`config.mk`:
```
export PLATFORM = sky130hd
export DESIGN_NAME = icache_fetch
export DESIGN_NICKNAME = d
export VERILOG_FILES = /design/src/rtl/icache_pkg.sv /design/src/rtl/icache_line_store.sv /design/src/rtl/icache_fetch.sv
export SDC_FILE = /design/constraint.sdc
export NUM_CORES = 1
export LEC_CHECK = 0
export ABC_AREA = 1
export CORE_UTILIZATION = 52
export DETAILED_ROUTE_END_ITERATION = 6
export PLACE_DENSITY = 0.8
export SYNTH_ARGS = -nofsm -noshare
export SYNTH_HDL_FRONTEND = slang
export SYNTH_SLANG_ARGS = --single-unit
```
`constraint.sdc`:
```
create_clock -name i_clk -period 11.3 [get_ports i_clk]
set_clock_uncertainty 0.05 [all_clocks]
set_input_delay 1.13 -clock i_clk [delete_from_list [all_inputs] [get_ports i_clk]]
set_output_delay 1.13 -clock i_clk [all_outputs]
set_load 0.01 [all_outputs]
```
`src/rtl/icache_pkg.sv`:
```
// Shared geometry, FSM states and address helpers for the direct-mapped instruction cache.
package icache_pkg;

  localparam int LINES_DEF = 4;
  localparam int WORDS_DEF = 4;
  localparam int BYTE_W    = 2;
  localparam int IDX_W     = $clog2(LINES_DEF);
  localparam int OFF_W     = $clog2(WORDS_DEF);
  localparam int TAG_W     = 32 - IDX_W - OFF_W - BYTE_W;
  localparam int LINE_W    = 32 * WORDS_DEF;

  typedef enum logic {
    IDLE,
    MISS
  } state_e;

  // Clears the word and byte offset so the refill always starts at word 0 of the line.
  function automatic logic [31:0] line_addr(input logic [31:0] pc);
    return {pc[31:OFF_W+BYTE_W], {(OFF_W+BYTE_W){1'b0}}};
  endfunction

endpackage

```
`src/rtl/icache_line_store.sv`:
```
// Valid/tag/data arrays: asynchronous read by index, synchronous whole-line write.
import icache_pkg::*;

module icache_line_store #(
  parameter int LINES = LINES_DEF,
  parameter int WORDS = WORDS_DEF
) (
  input  logic                  i_clk,
  input  logic                  i_rst_n,
  input  logic [IDX_W-1:0]      i_rd_idx,
  output logic                  o_rd_valid,
  output logic [TAG_W-1:0]      o_rd_tag,
  output logic [32*WORDS-1:0]   o_rd_data,
  input  logic                  i_we,
  input  logic [IDX_W-1:0]      i_wr_idx,
  input  logic [TAG_W-1:0]      i_wr_tag,
  input  logic [32*WORDS-1:0]   i_wr_data
);

  logic [LINES-1:0]    r_valid;
  logic [TAG_W-1:0]    r_tag  [LINES];
  logic [32*WORDS-1:0] r_data [LINES];

  // Only the valid bits need reset; stale tag/data behind a clear valid bit is harmless.
  always_ff @(posedge i_clk or negedge i_rst_n) begin
    if (!i_rst_n) begin
      r_valid <= '0;
    end else if (i_we) begin
      r_valid[i_wr_idx] <= 1'b1;
    end
  end

  always_ff @(posedge i_clk) begin
    if (i_we) begin
      r_tag[i_wr_idx]  <= i_wr_tag;
      r_data[i_wr_idx] <= i_wr_data;
    end
  end

  assign o_rd_valid = r_valid[i_rd_idx];
  assign o_rd_tag   = r_tag[i_rd_idx];
  assign o_rd_data  = r_data[i_rd_idx];

endmodule

```
`src/rtl/icache_fetch.sv`:
```
// IF-stage fetch controller: zero-latency hit path, single outstanding line refill on a miss.
import icache_pkg::*;

module icache_fetch #(
  parameter int LINES = LINES_DEF,
  parameter int WORDS = WORDS_DEF
) (
  input  logic                i_clk,
  input  logic                i_rst_n,
  input  logic [31:0]         i_pc,
  input  logic                i_pc_valid,
  input  logic                i_flush,
  output logic [31:0]         o_instr,
  output logic                o_instr_valid,
  output logic                o_stall,
  output logic                o_mem_req,
  output logic [31:0]         o_mem_addr,
  input  logic                i_mem_ready,
  input  logic [32*WORDS-1:0] i_mem_rdata
);

  state_e              r_state;
  state_e              w_next;
  logic                r_mem_req;
  logic [31:0]         r_mem_addr;
  logic                w_fill;
  logic                w_hit;
  logic                w_rd_valid;
  logic [TAG_W-1:0]    w_rd_tag;
  logic [32*WORDS-1:0] w_rd_data;
  logic [OFF_W-1:0]    w_word;
  logic                w_unused;

  assign w_unused = &{1'b0, i_pc[BYTE_W-1:0]};
  assign w_word   = i_pc[BYTE_W +: OFF_W];

  icache_line_store #(
    .LINES (LINES),
    .WORDS (WORDS)
  ) u_store (
    .i_clk      (i_clk),
    .i_rst_n    (i_rst_n),
    .i_rd_idx   (i_pc[BYTE_W+OFF_W +: IDX_W]),
    .o_rd_valid (w_rd_valid),
    .o_rd_tag   (w_rd_tag),
    .o_rd_data  (w_rd_data),
    .i_we       (w_fill),
    .i_wr_idx   (r_mem_addr[BYTE_W+OFF_W +: IDX_W]),
    .i_wr_tag   (r_mem_addr[31 -: TAG_W]),
    .i_wr_data  (i_mem_rdata)
  );

  assign w_hit = i_pc_valid && w_rd_valid && (w_rd_tag == i_pc[31 -: TAG_W]);

  always_ff @(posedge i_clk or negedge i_rst_n) begin
    if (!i_rst_n) begin
      r_state <= IDLE;
    end else begin
      r_state <= w_next;
    end
  end

  // A refill is never abandoned, so flush has no say in the state transitions.
  always_comb begin
    w_next = r_state;
    w_fill = 1'b0;
    case (r_state)
      IDLE: begin
        if (i_pc_valid && !w_hit) begin
          w_next = MISS;
        end
      end
      MISS: begin
        if (i_mem_ready) begin
          w_next = IDLE;
          w_fill = 1'b1;
        end
      end
      default: w_next = IDLE;
    endcase
  end

  always_ff @(posedge i_clk or negedge i_rst_n) begin
    if (!i_rst_n) begin
      r_mem_req  <= 1'b0;
      r_mem_addr <= '0;
    end else if (r_state == IDLE && w_next == MISS) begin
      r_mem_req  <= 1'b1;
      r_mem_addr <= line_addr(i_pc);
    end else if (w_fill) begin
      r_mem_req  <= 1'b0;
    end
  end

  assign o_mem_req     = r_mem_req;
  assign o_mem_addr    = r_mem_addr;
  assign o_instr       = w_hit ? w_rd_data[{w_word, 5'b0} +: 32] : 32'd0;
  assign o_instr_valid = (r_state == IDLE) && w_hit && !i_flush;
  // Held low during reset so the PC incrementer is never frozen by a cache being cleared.
  assign o_stall       = i_rst_n && (((r_state == IDLE) && i_pc_valid && !w_hit) || (r_state == MISS));

endmodule

```
# ---- After elaboration in Yosys (flattened, before gate mapping)
# Memories as Yosys holds them, arrays and structs flattened.
# Cells that the tools add are included.
dict set report word_totals {
  register_bits 34
  mem_bits_rw 616
  n_memories 2
}
dict set report op_classes {
  order_cmp 3
  n_eq_ne 1
  shifts 1
  mux 14
  n_bitwise 2
  n_reduce_logical 14
}
# memory depth word_bits read_ports rd_ports_with_merged_regs write_ports line_no
set mem_list {}
lappend mem_list {u_store.r_data 4 128 1 0 1 icache_line_store.sv:22} ;# logic [32*WORDS-1:0] r_data [LINES];
lappend mem_list {u_store.r_tag 4 26 1 0 1 icache_line_store.sv:21} ;# logic [TAG_W-1:0] r_tag [LINES];
# op count
set op_table {}
lappend op_table {{indexed part select 128 x 8 -> 32 bit} 1}
lappend op_table {{2-to-1 mux 32 bit} 1}
lappend op_table {{== test 26 bit} 1}
lappend op_table {{logical AND 1 bit} 10}
lappend op_table {{2-to-1 mux 1 bit} 10}
lappend op_table {{less-than comparator 2 x 3 -> 1 bit (second input constant)} 2}
lappend op_table {{OR 4 bit} 1}
lappend op_table {{binary-select mux 1 bit (select 2 bit)} 1}
lappend op_table {{demux 1 bit (select 2 bit)} 1}
lappend op_table {{greater-or-equal comparator 2 x 1 -> 1 bit (second input constant)} 1}
lappend op_table {{zero test 1 bit} 2}
lappend op_table {{case mux 1 bit (2 select lines)} 1}
lappend op_table {{nonzero test 2 bit} 1}
lappend op_table {{logical OR 1 bit} 1}
lappend op_table {{NOT 1 bit} 1}

# ---- Depth between registers and ports, before layout
# Gate-level depths: netlist (run 1).
dict set report depth {
  word_depth 10
  mapped_depth 19
}

# ---- Hierarchy
# Synthesis (run 1) repeated with hierarchy kept, for this count alone.
dict set report unflattened {
  cells_unflattened 3005
  area_unflattened_um2 29189.2
}
# module instances cells_per_inst area_per_inst_um2 seq_area_each_um2
set by_module_without_submodules {}
lappend by_module_without_submodules {icache_line_store 1 2444 26198.9 18597.8}
lappend by_module_without_submodules {icache_fetch 1 561 2990.4 750.7}

# ---- Least setup slack after synthesis (run 1)
# Ideal clock, no wire load.
dict set report synth_path {
  path_type {input -> register}
  start {input i_mem_ready}
  end {register u_store.r_valid[2]}
  arrival_ns 12.629
  slack_ns -1.511
  stages 3
  path_buffers 0
  path_cell_list {nand2_1 > nor3_1 > or2_2}
}
dict set report synth_between {
  elab_chain_cells 2
}
# element line_no
set synth_lines {}
lappend synth_lines {{start: declaration} icache_fetch.sv:18} ;# input logic i_mem_ready,
lappend synth_lines {{2-to-1 mux 1 bit} icache_fetch.sv:74} ;# if (i_mem_ready) begin
lappend synth_lines {{2-to-1 mux 1 bit} icache_fetch.sv:67} ;# case (r_state)
lappend synth_lines {{end signal: assignment} icache_line_store.sv:27} ;# r_valid <= '0;
lappend synth_lines {{end signal: indexed assignment} icache_line_store.sv:29} ;# r_valid[i_wr_idx] <= 1'b1;
lappend synth_lines {{end: declaration} icache_line_store.sv:20} ;# logic [LINES-1:0] r_valid;
# Every way passes these cells.
# A chain may end at the register's enable or synchronous reset.

# ---- Worst setup path after layout (run 1)
dict set report layout_path {
  start {input i_pc[4]}
  end {output o_instr[27]}
}
dict set report layout_between {
  elab_chain_cells 5
  elab_cells_between_ends 9
  classes_between {1 x eq/ne; 1 x shift; 3 x mux; 2 x reduce/logical; 2 x memory}
}
# element line_no
set layout_lines {}
lappend layout_lines {{start: declaration} icache_fetch.sv:10} ;# input logic [31:0] i_pc,
lappend layout_lines {{parallel branches: the longest is 4 deep, another holds memory (4 x 128 bit)} -}
lappend layout_lines {{2-to-1 mux 32 bit (*)} icache_fetch.sv:97} ;# assign o_instr = w_hit ? w_rd_data[{w_word, 5'b0} +: 32] : 32'd0;
lappend layout_lines {{end: declaration} icache_fetch.sv:13} ;# output logic [31:0] o_instr,
# Every way passes the cells marked *. The select of a mux whose other input is x is not followed.

==> results of run 1 <==
## layout make-up
class | instances | share of cell area
sequential | 650 | 0.618
tap | 672 | 0.0269
timing repair buffer | 253 | 0.0793
antenna | 9 | 0.000719
clock buffer | 76 | 0.0532
clock inverter | 34 | 0.0154
inverter | 34 | 0.00448
multi-input combinational | 1307 | 0.202
## per-layer routing
| metal | part of all wire | up-vias |
|---|---|---|
| met5 | 0.00094 | - |
| met4 | 0.034 | 10 |
| met3 | 0.084 | 142 |
| met2 | 0.49 | 852 |
| met1 | 0.39 | 8914 |
| li1 | - | 8034 |
## synthesized netlist by cell type, types with 3 or more instances
library cell | count | share of area
buf_2 | 51 | 0.0096
nand3b_1 | 17 | 0.0048
buf_4 | 11 | 0.0031
a22oi_1 | 31 | 0.0088
nand2_1 | 719 | 0.10
o211ai_1 | 36 | 0.010
nor3_1 | 8 | 0.0015
nand3_1 | 189 | 0.036
edfxtp_1 | 616 | 0.70
or2_2 | 4 | 0.00094
o221ai_1 | 4 | 0.0013
nor3_2 | 30 | 0.011
o311ai_0 | 27 | 0.0089
buf_6 | 12 | 0.0051
o21ai_0 | 15 | 0.0028
clkbuf_1 | 55 | 0.0078
inv_1 | 32 | 0.0045
a21oi_1 | 155 | 0.029
a32o_1 | 35 | 0.013
dfrtp_1 | 34 | 0.032
buf_1 | 13 | 0.0018
nand4_1 | 3 | 0.00071
nor2_1 | 24 | 0.0034
## final timing paths
kind                       slack [ns]                         endpoint
max in group asynchronous        9.91       o_mem_addr[19]$_DFFE_PN0P_
min in group asynchronous        0.90       o_mem_addr[29]$_DFFE_PN0P_
setup reg to reg                 8.22  u_store.r_data[1][90]$_DFFE_PP_
setup / recovery                 4.67                      o_instr[27]
hold / removal                   0.43   u_store.r_valid[2]$_DFFE_PN0P_
hold reg to reg                  0.43   u_store.r_valid[2]$_DFFE_PN0P_
## metrics by stage
step | cells | setup slack (ns) | setup TNS, ns
floorplan | 2133 | -1.51 | -396.29
global placement | 2916 | 4.89 | 0
detailed placement | 2916 | 4.83 | 0
CTS | 3026 | 4.81 | 0
global route | 3032 | 4.49 | 0
finish | 3035 | 4.67 | 0
## cell families after synthesis
kind of cell	Yosys count	synth area share
flip-flops	650	0.731
buffers and inverters	176	0.0323
AND/OR/NAND/NOR	997	0.162
other	1	0.000142
XOR/XNOR	2	0.000661
AO/OA/AOI/OAI	304	0.0748
## flip-flops by register name, indices dropped and copies added, names as in the netlist
name,flops
u_store.r_tag,104
r_state,1
u_store.r_data,512
u_store.r_valid,4
o_mem_req,1
o_mem_addr,28
## power by group
group          total [uW]  internal (uW)  switching, uW
clock network        2160           1290            871
logic                 505            180            325
registers            2870           2810           60.4
## cell usage in the layout (no fill, tap or decap), drive strengths merged, types with 27 or more instances in the layout
master / synthesis / final
dfrtp: 34 / 34
o311ai: 27 / 27
nor3: 38 / 38
inv: 34 / 37
nand2: 719 / 719
nand3: 191 / 191
a21oi: 155 / 155
a22oi: 31 / 31
edfxtp: 616 / 616
a32o: 35 / 35
clkbuf: 55 / 76
buf: 87 / 32
clkdlybuf4s50: 0 / 221
o211ai: 36 / 36
==> impl_metrics.ini, run 1 <==
[worst_hold_path]
hold_class = reg2reg
worstHoldStart = u_store.r_valid[2]$_DFFE_PN0P_
hold_depth = 1

[setup_path]
cpPeakStageDelay_ns = 1.14
arrival_ns = 5.45
cp_slowest_cell = o311ai_0
cp.required_ns = 10.12
cp-startpoint = i_pc[4]
worstSetupEndpointType = output pin
crit_chain = buf_8 > inv_8 > buf_4 > a21oi_1 > o311ai_0 > nand2_1 > nor3_2 > clkdlybuf4s50_1
path_buf_inv = 4
rr_worst_depth = 4
startpoint_type = input port
cp_top_family = buffers and inverters
worstSetupPathType = in2out
cp_num_cells = 8
r2r-start = r_state$_DFF_PN0_
cp_max_fo = 167

[grt]
grt_pass1_wl_um = 100000
met2_usage = 0.412
antenna_found_initial = 13
grt.busiest_layer = met2
use_met3 = 0.0460
grtUsageMet1 = 0.350
grt_pass1_vias = 17200
grt_max_degree = 168
grt-ovfl-total = 0
gr-usage-all-layers = 0.258

[sta]
relSlewSlack = 0.101
tightest_slew_ns = 1.33
max_freq_ghz = 0.151
finalMaxSlewViolations = 0
whs_ns = 0.425
rsz0062_at_grt = no
hold_viol_final = 0
period_share = 0.587
post-route-min-period_ns = 6.63
final-setup-viol-count = 0

[cts]
cts_buffers = 61
root_buffer = clkbuf_16
cts_setup_buffers = 0
clock_sinks = 650
cts_resized = 0
cts_tree = done
ctsHoldBuffers = 0
path_clk_slew_ns = 0.06
insertion_delay_ns = 0.64
cts-htree-levels = 2
cts_max_path_buffers = 3

[finish]
post-route-util = 0.624
multi_input_comb_area_um2 = 6320
nNetsFinal = 2472
area_delta_synth_final_pct = 18.2
final_cell_area_um2 = 31300
seq_area_um2 = 19300
fill_cells = 3611
drive_gt1_frac = 0.0705

[placement]
dpl.hpwl_um = 38000
io_buffers = 225
place_area_um2 = 29100
gp_congestion = 0.876

[routing]
firstDrtPassIters = 6
drt-initial-drc-count = 1783
routedWlPerCell_um = 22.1
vias = 18000
drc = 0
route.antenna.remaining_nets = 0
viasPerCell = 5.91
totalWireLength_um = 67000

[die]
die_w_um = 228
rows = 82
initial_core_util = 0.528
core_area_um2 = 50200
pin_count = 232
die_area_um2 = 51800
die_h_um = 228

[synth]
synth-seq-cells = 650
synth_flop_cell = edfxtp_1
ys_seq_area_frac = 0.731
postSynthCellCount = 2130
synth-edff-count = 616
async_reset_ff_frac = 0.0523
ys_warn_count = 0
synthesis.area_um2 = 26500
syn_area_per_cell_um2 = 12.4
synth_cell_types = 29

[power]
power_leakage_uw = 0.0111
power_uw = 5530
peakVddDrop_v = 0.000185
power_density_nw_per_um2 = 177

[run]
max_cap_violations = 0

[status]
status = finished clean
Note: power is estimated with default switching activity, not from simulation.
==> run 2: changes to the inputs <==
--- a/config.mk
+++ b/config.mk
@@ -6,9 +6,9 @@
 export NUM_CORES = 1
 export LEC_CHECK = 0
 export ABC_AREA = 1
-export CORE_UTILIZATION = 52
+export CORE_UTILIZATION = 58
 export DETAILED_ROUTE_END_ITERATION = 6
-export PLACE_DENSITY = 0.8
+export PLACE_DENSITY = 0.84
 export SYNTH_ARGS = -nofsm -noshare
 export SYNTH_HDL_FRONTEND = slang
 export SYNTH_SLANG_ARGS = --single-unit
==> constraint.sdc (replaced) <==
create_clock -name i_clk -period 6.8 [get_ports i_clk]
set_clock_uncertainty 0.05 [all_clocks]
set_input_delay 0.68 -clock i_clk [delete_from_list [all_inputs] [get_ports i_clk]]
set_output_delay 0.68 -clock i_clk [all_outputs]
set_load 0.01 [all_outputs]
==> impl_metrics.ini, run 2 (synthesis results as in run 1) <==
[status]
status = finished clean

[sta]
final-setup-viol-count = 0
finalMaxSlewViolations = 0
relSlewSlack = 0.223
post-route-min-period_ns = 5.52
fin_tns_setup_ns = 0
period_share = 0.811
whs_ns = 0.419
tightest_slew_ns = 1.15
hold_viol_final = 0
finalWorstSetupSlack_ns = 1.28
max_freq_ghz = 0.181
rsz0062_at_grt = no

[power]
clkPwrFrac = 0.396
p_int_uw = 7170
power_leakage_uw = 0.0111
combPwrFrac = 0.092
p_sw_frac = 0.229
power_density_nw_per_um2 = 297
peakVddDrop_v = 0.000247
power_uw = 9300
power.share.sequential = 0.512
p_switching_uw = 2130

[routing]
route.antenna.remaining_nets = 0
viasPerCell = 6.13
vias = 18200
totalWireLength_um = 68500
drc = 0
firstDrtPassIters = 5
routedWlPerCell_um = 23.1
drt-initial-drc-count = 2468

[grt]
grt_max_degree = 184
antenna_found_initial = 12
gr-usage-all-layers = 0.291
grt_pass1_vias = 17700
grt-ovfl-total = 0
grt_pass1_wl_um = 103000

[cts]
cts_resized = 0
path_clk_slew_ns = 0.06
cts-htree-levels = 2
cts_max_path_buffers = 3
ctsHoldBuffers = 0
cts_buffers = 61
cts_tree = done
cts_setup_buffers = 0
clock_sinks = 650
root_buffer = clkbuf_16
insertion_delay_ns = 0.63

[die]
rows = 77
die_w_um = 216
die_area_um2 = 46500
pin_count = 232
initial_core_util = 0.594
die_h_um = 216
core_area_um2 = 44600

[setup_path]
worstSetupEndpointType = output pin
rr_worst_depth = 3
arrival_ns = 4.79
cp.required_ns = 6.07
startpoint_type = input port
cp_max_fo = 146
worstSetupPathType = in2out

[worst_hold_path]
hold_class = reg2reg
hold_depth = 2

[finish]
final_common_cell = nand2_1
largest_reg_flops = 512
area_delta_synth_final_pct = 18.3
fill_cells = 2789
final_cell_mix = nand2_1, edfxtp_1, clkdlybuf4s50_1, nand3_1, a21oi_1
finalNonFillerCells = 2963
drive_gt1_frac = 0.0737
top_register = u_store.r_data
seq_area_um2 = 19300
nNetsFinal = 2472
multi_input_comb_area_um2 = 6330

[run]
max_cap_violations = 0

[placement]
io_buffers = 225
dp.cells = 2836
place_ws_ns = 1.42
gp_congestion = 0.856
dpl.hpwl_um = 38500
[run 2: cell types whose count changed in the layout (fill, tap and decap cells not counted), moves of 2 or more]
cell        before  now
clkinvlp_4       4    2
buf_12           2    6
diode_2          9   11
buf_4           28   24
nor3_2          32   30
clkbuf_8         6    4
clkinv_2         2   13
bufinv_16       11   13
nor3_4           0    2
[run 2: cell type report]
type / instances / share of cell area
Clock inverter: 43 / 0.0181
Timing Repair Buffer: 253 / 0.0809
Tap cell: 592 / 0.0236
Clock buffer: 73 / 0.0521
Multi-Input combinational cell: 1307 / 0.202
Sequential cell: 650 / 0.618
Inverter: 34 / 0.00447
Antenna cell: 11 / 0.000879
[run 2: path summary, 6_finish.rpt]
| path | startpoint | slack [ns] | to |
|---|---|---|---|
| worst max-delay path | i_pc[4] | 1.28 | o_instr[5] |
| worst min-delay path | u_store.r_valid[1]$_DFFE_PN0P_ | 0.42 | u_store.r_valid[1]$_DFFE_PN0P_ |
| worst max register to register | r_state$_DFF_PN0_ | 4.50 | u_store.r_data[2][16]$_DFFE_PP_ |
| worst min register to register | u_store.r_valid[1]$_DFFE_PN0P_ | 0.42 | u_store.r_valid[1]$_DFFE_PN0P_ |
| max in group asynchronous | i_rst_n | 5.87 | u_store.r_valid[0]$_DFFE_PN0P_ |
| min in group asynchronous | i_rst_n | 0.44 | o_mem_addr[6]$_DFFE_PN0P_ |
[run 2: routing by layer]
metal | vias to the layer above | part of all wire | track usage
li1 | 8065 | - | -
met1 | 8837 | 0.39 | 0.398
met2 | 1112 | 0.48 | 0.462
met3 | 143 | 0.098 | 0.0582
met4 | 4 | 0.034 | 0.116
met5 | - | 0.00045 | 0.00833
[run 2: power groups by stage]
stage,Combinational (uW),Clock [uW],Sequential [uW]
floorplan,426,0,4870
global placement,814,0,4830
detailed placement,841,0,4840
CTS,853,3700,4760
global route,923,3860,4780
finish,858,3680,4770
[run 2: metrics by stage]
step	util	cell area [um2]
floorplan	-	26500
global placement	0.652	29100
detailed placement	0.652	29100
CTS	0.702	31300
global route	0.702	31300
finish	0.702	31300
[run 2: worst max-delay path, cell delays in order]
cell             delay (ns)
buf_8                  0.21
inv_8                  0.63
buf_4                  0.94
a21oi_1                0.13
o311ai_0               1.01
nand2_1                0.23
nor3_2                 0.23
clkdlybuf4s50_1        0.56
